[config.mk]
export PLATFORM = sky130hd
export DESIGN_NAME = stopwatch_ctrl
export DESIGN_NICKNAME = d
export VERILOG_FILES = /design/src/rtl/stopwatch_ctrl.sv
export SDC_FILE = /design/constraint.sdc
export NUM_CORES = 1
export LEC_CHECK = 0
export ABC_AREA = 1
export CAP_MARGIN = 10
export CORE_MARGIN = 2
export CORE_UTILIZATION = 60
export CTS_CLUSTER_DIAMETER = 40
export CTS_CLUSTER_SIZE = 25
export DETAILED_ROUTE_END_ITERATION = 16
export DONT_BUFFER_PORTS = 1
export MAX_ROUTING_LAYER = met4
export PLACE_DENSITY = 0.76
export SETUP_SLACK_MARGIN = 0.05
export SYNTH_ARGS = -nofsm -noshare
export SYNTH_HDL_FRONTEND = slang
export SYNTH_SLANG_ARGS = --single-unit
[constraint.sdc]
create_clock -name clk -period 1.85 [get_ports clk]
set_input_delay 0 -clock clk [delete_from_list [all_inputs] [get_ports clk]]
set_output_delay 0 -clock clk [all_outputs]
set_load 0.005 [all_outputs]
[src/rtl/stopwatch_ctrl.sv]
// stopwatch_ctrl: start/stop FSM, tick prescaler, two-digit BCD counter and
// seven-segment digit multiplexer for a two-digit stopwatch.
// Ports: clk (system clock), rst (async active-low reset), start/stop
// (level inputs, rising-edge acting), running (high in RUN), digit_ones/
// digit_tens (displayed BCD digits), disp_val (digit routed to the shared
// decoder), seg_en1/seg_en2 (one-hot digit enables), wrap (99->00 pulse).
// Optional LAP_EN macro adds input lap, which freezes the displayed digits
// while the internal count keeps running.
module stopwatch_ctrl #(
  parameter int TICK_DIV = 12500000,
  parameter int MUX_DIV  = 125000
) (
  input  logic       clk,
  input  logic       rst,
  input  logic       start,
  input  logic       stop,
`ifdef LAP_EN
  input  logic       lap,
`endif
  output logic       running,
  output logic [3:0] digit_ones,
  output logic [3:0] digit_tens,
  output logic [3:0] disp_val,
  output logic       seg_en1,
  output logic       seg_en2,
  output logic       wrap
);
  localparam logic [1:0] IDLE  = 2'd0;
  localparam logic [1:0] RUN   = 2'd1;
  localparam logic [1:0] PAUSE = 2'd2;
  localparam int TW = (TICK_DIV > 2) ? $clog2(TICK_DIV) : 1;
  localparam int MW = (MUX_DIV > 2) ? $clog2(MUX_DIV) : 1;
  localparam logic [TW-1:0] TICK_END = TW'(TICK_DIV - 1);
  localparam logic [MW-1:0] MUX_END  = MW'(MUX_DIV - 1);

  logic [1:0]    state, state_n;
  logic          start_q, stop_q, start_edge, stop_edge;
  logic [TW-1:0] presc, presc_n;
  logic [MW-1:0] mux_cnt, mux_n;
  logic [3:0]    ones, tens, ones_n, tens_n, d_ones_n, d_tens_n;
  logic          tick, clr, mux_end, sel_n, wrap_n, frozen_n;
`ifdef LAP_EN
  logic          lap_q, frozen;
`endif

  always_comb begin
    start_edge = start & ~start_q;
    stop_edge  = stop & ~stop_q;
    // stop has priority over start in every state
    state_n    = (state == 2'd3) ? IDLE :
                 stop_edge ? ((state == RUN) ? PAUSE : IDLE) :
                 start_edge ? RUN : state;
    tick       = (state == RUN) && (presc == TICK_END);
    // PAUSE -> IDLE clears count; IDLE keeps prescaler at zero
    clr        = (state == PAUSE) && (state_n == IDLE);
    presc_n    = (clr || state == IDLE || tick) ? '0 :
                 (state == RUN) ? presc + TW'(1) : presc;
    ones_n     = clr ? 4'd0 : !tick ? ones : (ones == 4'd9) ? 4'd0 : ones + 4'd1;
    tens_n     = clr ? 4'd0 : !(tick && ones == 4'd9) ? tens :
                 (tens == 4'd9) ? 4'd0 : tens + 4'd1;
    wrap_n     = tick && ones == 4'd9 && tens == 4'd9;
    mux_end    = mux_cnt == MUX_END;
    mux_n      = mux_end ? '0 : mux_cnt + MW'(1);
    sel_n      = seg_en2 ^ mux_end;
`ifdef LAP_EN
    // lap toggles the freeze only while staying in RUN; leaving RUN releases it
    frozen_n   = (state_n == RUN) && (frozen ^ (lap & ~lap_q & (state == RUN)));
`else
    frozen_n   = 1'b0;
`endif
    d_ones_n   = frozen_n ? digit_ones : ones_n;
    d_tens_n   = frozen_n ? digit_tens : tens_n;
  end

  always_ff @(posedge clk or negedge rst)
    if (!rst) begin
      state      <= IDLE;
      start_q    <= 1'b0;
      stop_q     <= 1'b0;
      presc      <= '0;
      mux_cnt    <= '0;
      ones       <= 4'd0;
      tens       <= 4'd0;
      running    <= 1'b0;
      digit_ones <= 4'd0;
      digit_tens <= 4'd0;
      disp_val   <= 4'd0;
      seg_en1    <= 1'b1;
      seg_en2    <= 1'b0;
      wrap       <= 1'b0;
    end else begin
      state      <= state_n;
      start_q    <= start;
      stop_q     <= stop;
      presc      <= presc_n;
      mux_cnt    <= mux_n;
      ones       <= ones_n;
      tens       <= tens_n;
      running    <= state_n == RUN;
      digit_ones <= d_ones_n;
      digit_tens <= d_tens_n;
      // built from next-cycle values so it always matches the enables
      disp_val   <= sel_n ? d_tens_n : d_ones_n;
      seg_en1    <= ~sel_n;
      seg_en2    <= sel_n;
      wrap       <= wrap_n;
    end

`ifdef LAP_EN
  always_ff @(posedge clk or negedge rst)
    if (!rst) begin
      lap_q  <= 1'b0;
      frozen <= 1'b0;
    end else begin
      lap_q  <= lap;
      frozen <= frozen_n;
    end
`endif
endmodule

# After elaboration in Yosys (flattened, before gate mapping)
# Cells that the tools add are included.
# W data, S select, Z words.
dict set report classes {
  add_sub_neg 4
  eq_ne 8
  mux 14
  n_bitwise 6
  reduce_logical 9
}
# op n
set op_table {}
lappend op_table {{$mux W24} 2}
lappend op_table {{$mux W4} 7}
lappend op_table {{$add A24 B1 Y24 const B} 1}
lappend op_table {{$eq A24 B24 Y1 const B} 1}
lappend op_table {{$add A17 B1 Y17 const B} 1}
lappend op_table {{$eq A17 B17 Y1 const B} 1}
lappend op_table {{$mux W17} 1}
lappend op_table {{$add A4 B1 Y4 const B} 2}
lappend op_table {{$eq A4 B4 Y1 const B} 2}
lappend op_table {{$mux W2} 4}
lappend op_table {{$eq A2 B1 Y1 const B} 2}
lappend op_table {{$eq A2 B2 Y1 const B} 2}
lappend op_table {{$logic_and A1 B1 Y1} 4}
lappend op_table {{$logic_not A2 Y1} 2}
lappend op_table {{$not A1 Y1} 3}
lappend op_table {{$and A1 B1 Y1} 2}
lappend op_table {{$logic_or A1 B1 Y1} 2}
lappend op_table {{$reduce_bool A2 Y1} 1}
lappend op_table {{$xor A1 B1 Y1} 1}
dict set report word_totals {
  ff_bits 61
  inputBits 4
  output_inout_bits 16
  wordCells 53
}

# Logic depth before layout (Yosys ltp)
dict set report depth {
  ltp_word 10
  mapped_depth 11
  depth_no_buf 11
}

# Least setup slack after synthesis
# OpenSTA, ideal clock, no wires.
dict set report synth_timing {
  path_type {register to register}
  from {reg presc[0]}
  to {reg presc[12]}
  setup_ns 0.077
  arrival_ns 1.464
  t_required_ns 1.773
  slack_ns 0.308
  stages_incl_launch_ff 12
  path_buffers 1
  period_less_slack_ns 1.542
  cell_sequence {dfrtp_1 ha_1 nand3_1 inv_1 nand2_1 nor2_4 nand2_4 inv_4 nor2_4 buf_6 nand2_1 a21oi_1}
}
dict set report synth_between {
  elab_chain_cells 4
  word_cells_on_any_way 7
  classes_between {add/sub: 1; eq/ne: 1; mux: 2; reduce/logical: 3}
}
# item line_no
set synth_rtl {}
lappend synth_rtl {{from (decl)} 38} ;# logic [TW-1:0] presc, presc_n;
lappend synth_rtl {{from (signal assigned)} 95} ;# presc <= presc_n;
lappend synth_rtl {{branches (longest 4 deep; another with $add A24 B1 Y24)} -}
# Several ways; the timed one is not identified. The select of a mux whose other input is x is not followed.
# A chain may end at the register's enable or synchronous reset.

# Worst setup path after layout
dict set report layout_timing {
  from {reg presc[1]}
  to {reg presc[3]}
}
# The elaborated chain is that of the path after synthesis.

==> impl_results.md <==
- Port Buf Inserts: 0
- Die height: between 70 and 80 microns
- Final worst path period share: 0.933
- Num ports: 20
- Syn_nets: 478
- Vias in the first global route: 3122
- Design area: 3960 sq um
- Post-route clock skew: 0.00887 ns
- MaxCap Viol Count: 0
- Clock-pin slew on the worst setup and hold paths: approximately 0.070 ns
- Vias: 3215
- Die X: 79.6 microns
- Syn avg cell area: 7.27 sq um
- Seq cells post-synth: between 60 and 70
- Reg power frac: 0.456
- Worst-Margin Slew: ~0.40 ns
- Pre-Repair DR Iteration Count: 5
- RSZ-0062 raised after global routing: no
- Clock Latency Late Sink: 0.33 ns
- Async SR Flop Fraction: 1.00
- Dpl hpwl: 5790 microns
- Row count: 27
- CP startpoint kind: flop
- TritonCTS Sinks: 61
- First-pass GRT wire length: approximately 14000 microns
- 1st-iter DRT viols: 308
- Met3 GRT Util: 0.0419
- Antenna violations before repair: 0
- CTS Buffer Depth: 2
- H-tree Lvls: 3
- Clock power share: 0.429
- Synthesized netlist cell count: approximately 470
- Total wire length: between 8000 and 9000 microns
- Mapped cell area: 3430 sq um
- Max frequency: ~0.58 GHz
- GRT overflow: 0
- WL/cell: around 14 microns
- Worst setup EP type: flop
- Data arrival time of the critical path: 1.94 ns
- P&R area growth vs syn: 15.2%
- Sw Pwr: 0.838 mW
- Peak VDD IR: about 0.74 mV
- Switching share of power: 0.255
- Slew Viols, Final: 0
- Total die area: roughly 6300 sq um
- Leading cell type in the layout, fill and taps excluded: nand2_1
- CTS tree: built
- Status: completed
- Minimum hold slack: 0.208 ns
- Core footprint: 5510 sq um
- Starting Density: 0.623
- Internal: 2.45 mW
- Final min period: 1.73 ns
- Yosys Warn Count: 0
- Final ANT Viol Nets: 0
- Worst-path fanout max: 13
- ANT cells: 0
- CTS Buf Count: 9
- GRT Util Overall: 0.282
- DRC viols: 0
- Most common flop cell mapped by yosys: dfrtp_1
- LEAKAGE: 1.87 nW
- M2 GR Usage: 0.454
- Final setup viols: 0
- Final-report hold violation count: 0
- Final layout net count: 503
- GR Util met1: 0.361
- Final TNS setup: 0 ns
- Pwr dens: 830 nW/um^2
- RePlAce Congestion: 0.919
- Largest net degree at the start of global routing: 62
- Most frequent cells in the layout: 104 x nand2_1, 71 x nor2_1, 69 x inv_1
- Clk root buf: clkbuf_8
- Dpl cell area: around 3600 sq um
- Comb pwr share: 0.115
- Share of layout cells above drive strength 1: 0.131
- Number of library cell types mapped by synthesis: 35
- Slew HR: 0.729
- Critical path type: reg -> reg
- Seq/Total Area, Yosys: 0.445
- Critical Path RT: slightly above 2 ns
- Hold Path Class: in -> async
- Post-synth EDFFs: 0
- DR vias/cell: 5.60
- GRT Max-Usage Layer: met2
-- per-stage QoR --
step	utilization	total power [mW]	instances	worst slack, ns
after floorplan	-	1.74	472	0.308
after global placement	0.648	1.83	550	0.105
after CTS	0.703	3.28	570	0.0486
final	0.718	3.28	574	0.124
after detailed placement	0.648	1.84	550	0.0527
after global routing	0.718	3.41	574	0.0417
-- cell families after synthesis --
group,count (synthesis),share of synthesized area
adder cells (fa/ha/maj),2,0.00729
AND/OR/NAND/NOR,282,0.373
XOR/XNOR,8,0.0204
flip-flops,61,0.445
AO/OA/AOI/OAI,40,0.0634
buffers and inverters,79,0.0907
-- cells in the mapped netlist (all sizes together), types with 3 or more instances --
cell | count | area (sq um)
nor3 | 12 | 65.1
nand3 | 50 | 260
nand2 | 108 | 423
nand4 | 20 | 125
a21oi | 16 | 80.1
xor2 | 8 | 70.1
inv | 75 | 284
nor4 | 3 | 18.8
nor2 | 83 | 342
dfrtp | 60 | 1500
nor3b | 3 | 27.5
buf | 3 | 23.8
o21ai | 18 | 93.8
-- layout make-up --
type | instances | area [sq um]
clock buffers | 13 | 179
clock inverters | 3 | 65.1
fillers | 433 | 1550
inverters | 75 | 284
multi-input cells | 332 | 1630
flip-flops and latches | 61 | 1530
well taps | 72 | 90.1
repair buffers | 18 | 175
-- worst max-delay path: stages, from the launching register on --
cell and delay [ns]:
dfrtp_1 0.37, ha_2 0.21, nand3_2 0.11, inv_2 0.07, nand2_1 0.08, nor2_4 0.18
nand2_4 0.09, inv_4 0.08, nor2_4 0.04, buf_12 0.15, buf_4 0.14, nand2_1 0.05
nor2_1 0.04
-- path summary, 6_finish.rpt --
path	from	end	slack, ns	cells past startpoint
max	presc[1]	presc[3]	0.12	12
min	rst	mux_cnt[0]	0.21	2
max reg2reg	presc[1]	presc[3]	0.12	12
min reg2reg	state[1]	state[0]	0.53	1
max in group asynchronous	rst	seg_en1	1.35	2
min in group clk	start	start_q	0.27	1
-- power groups by stage --
stage	registers (mW)	clock network [mW]	logic (mW)
after global routing	1.51	1.47	0.427
final	1.50	1.41	0.378
after detailed placement	1.52	0	0.316
after global placement	1.52	0	0.311
after CTS	1.50	1.43	0.358
after floorplan	1.49	0	0.241
-- registers in the layout, summed over array words and instances (netlist names) --
name and cells:
start_q 1, seg_en2 1, digit_tens 4, disp_val 4
seg_en1 1, presc 24, wrap 1, digit_ones 4
stop_q 1, mux_cnt 17, state 2, running 1
-- layer usage --
metal	vias to the layer above	wire length, microns
met4	0	183
met3	22	389
li1	1570	-
met1	1527	3700
met2	96	3890
met5	-	0
-- repair_timing --
item | in CTS | in global routing
buffers inserted | 0 | 4
setup endpoints to repair | 1 | 28
hold buffers | 4 | 0
pin swaps | 0 | 4
hold endpoints to repair | 65 | 0
gates resized for setup | 0 | 20
(Power assumes the default switching activity.)
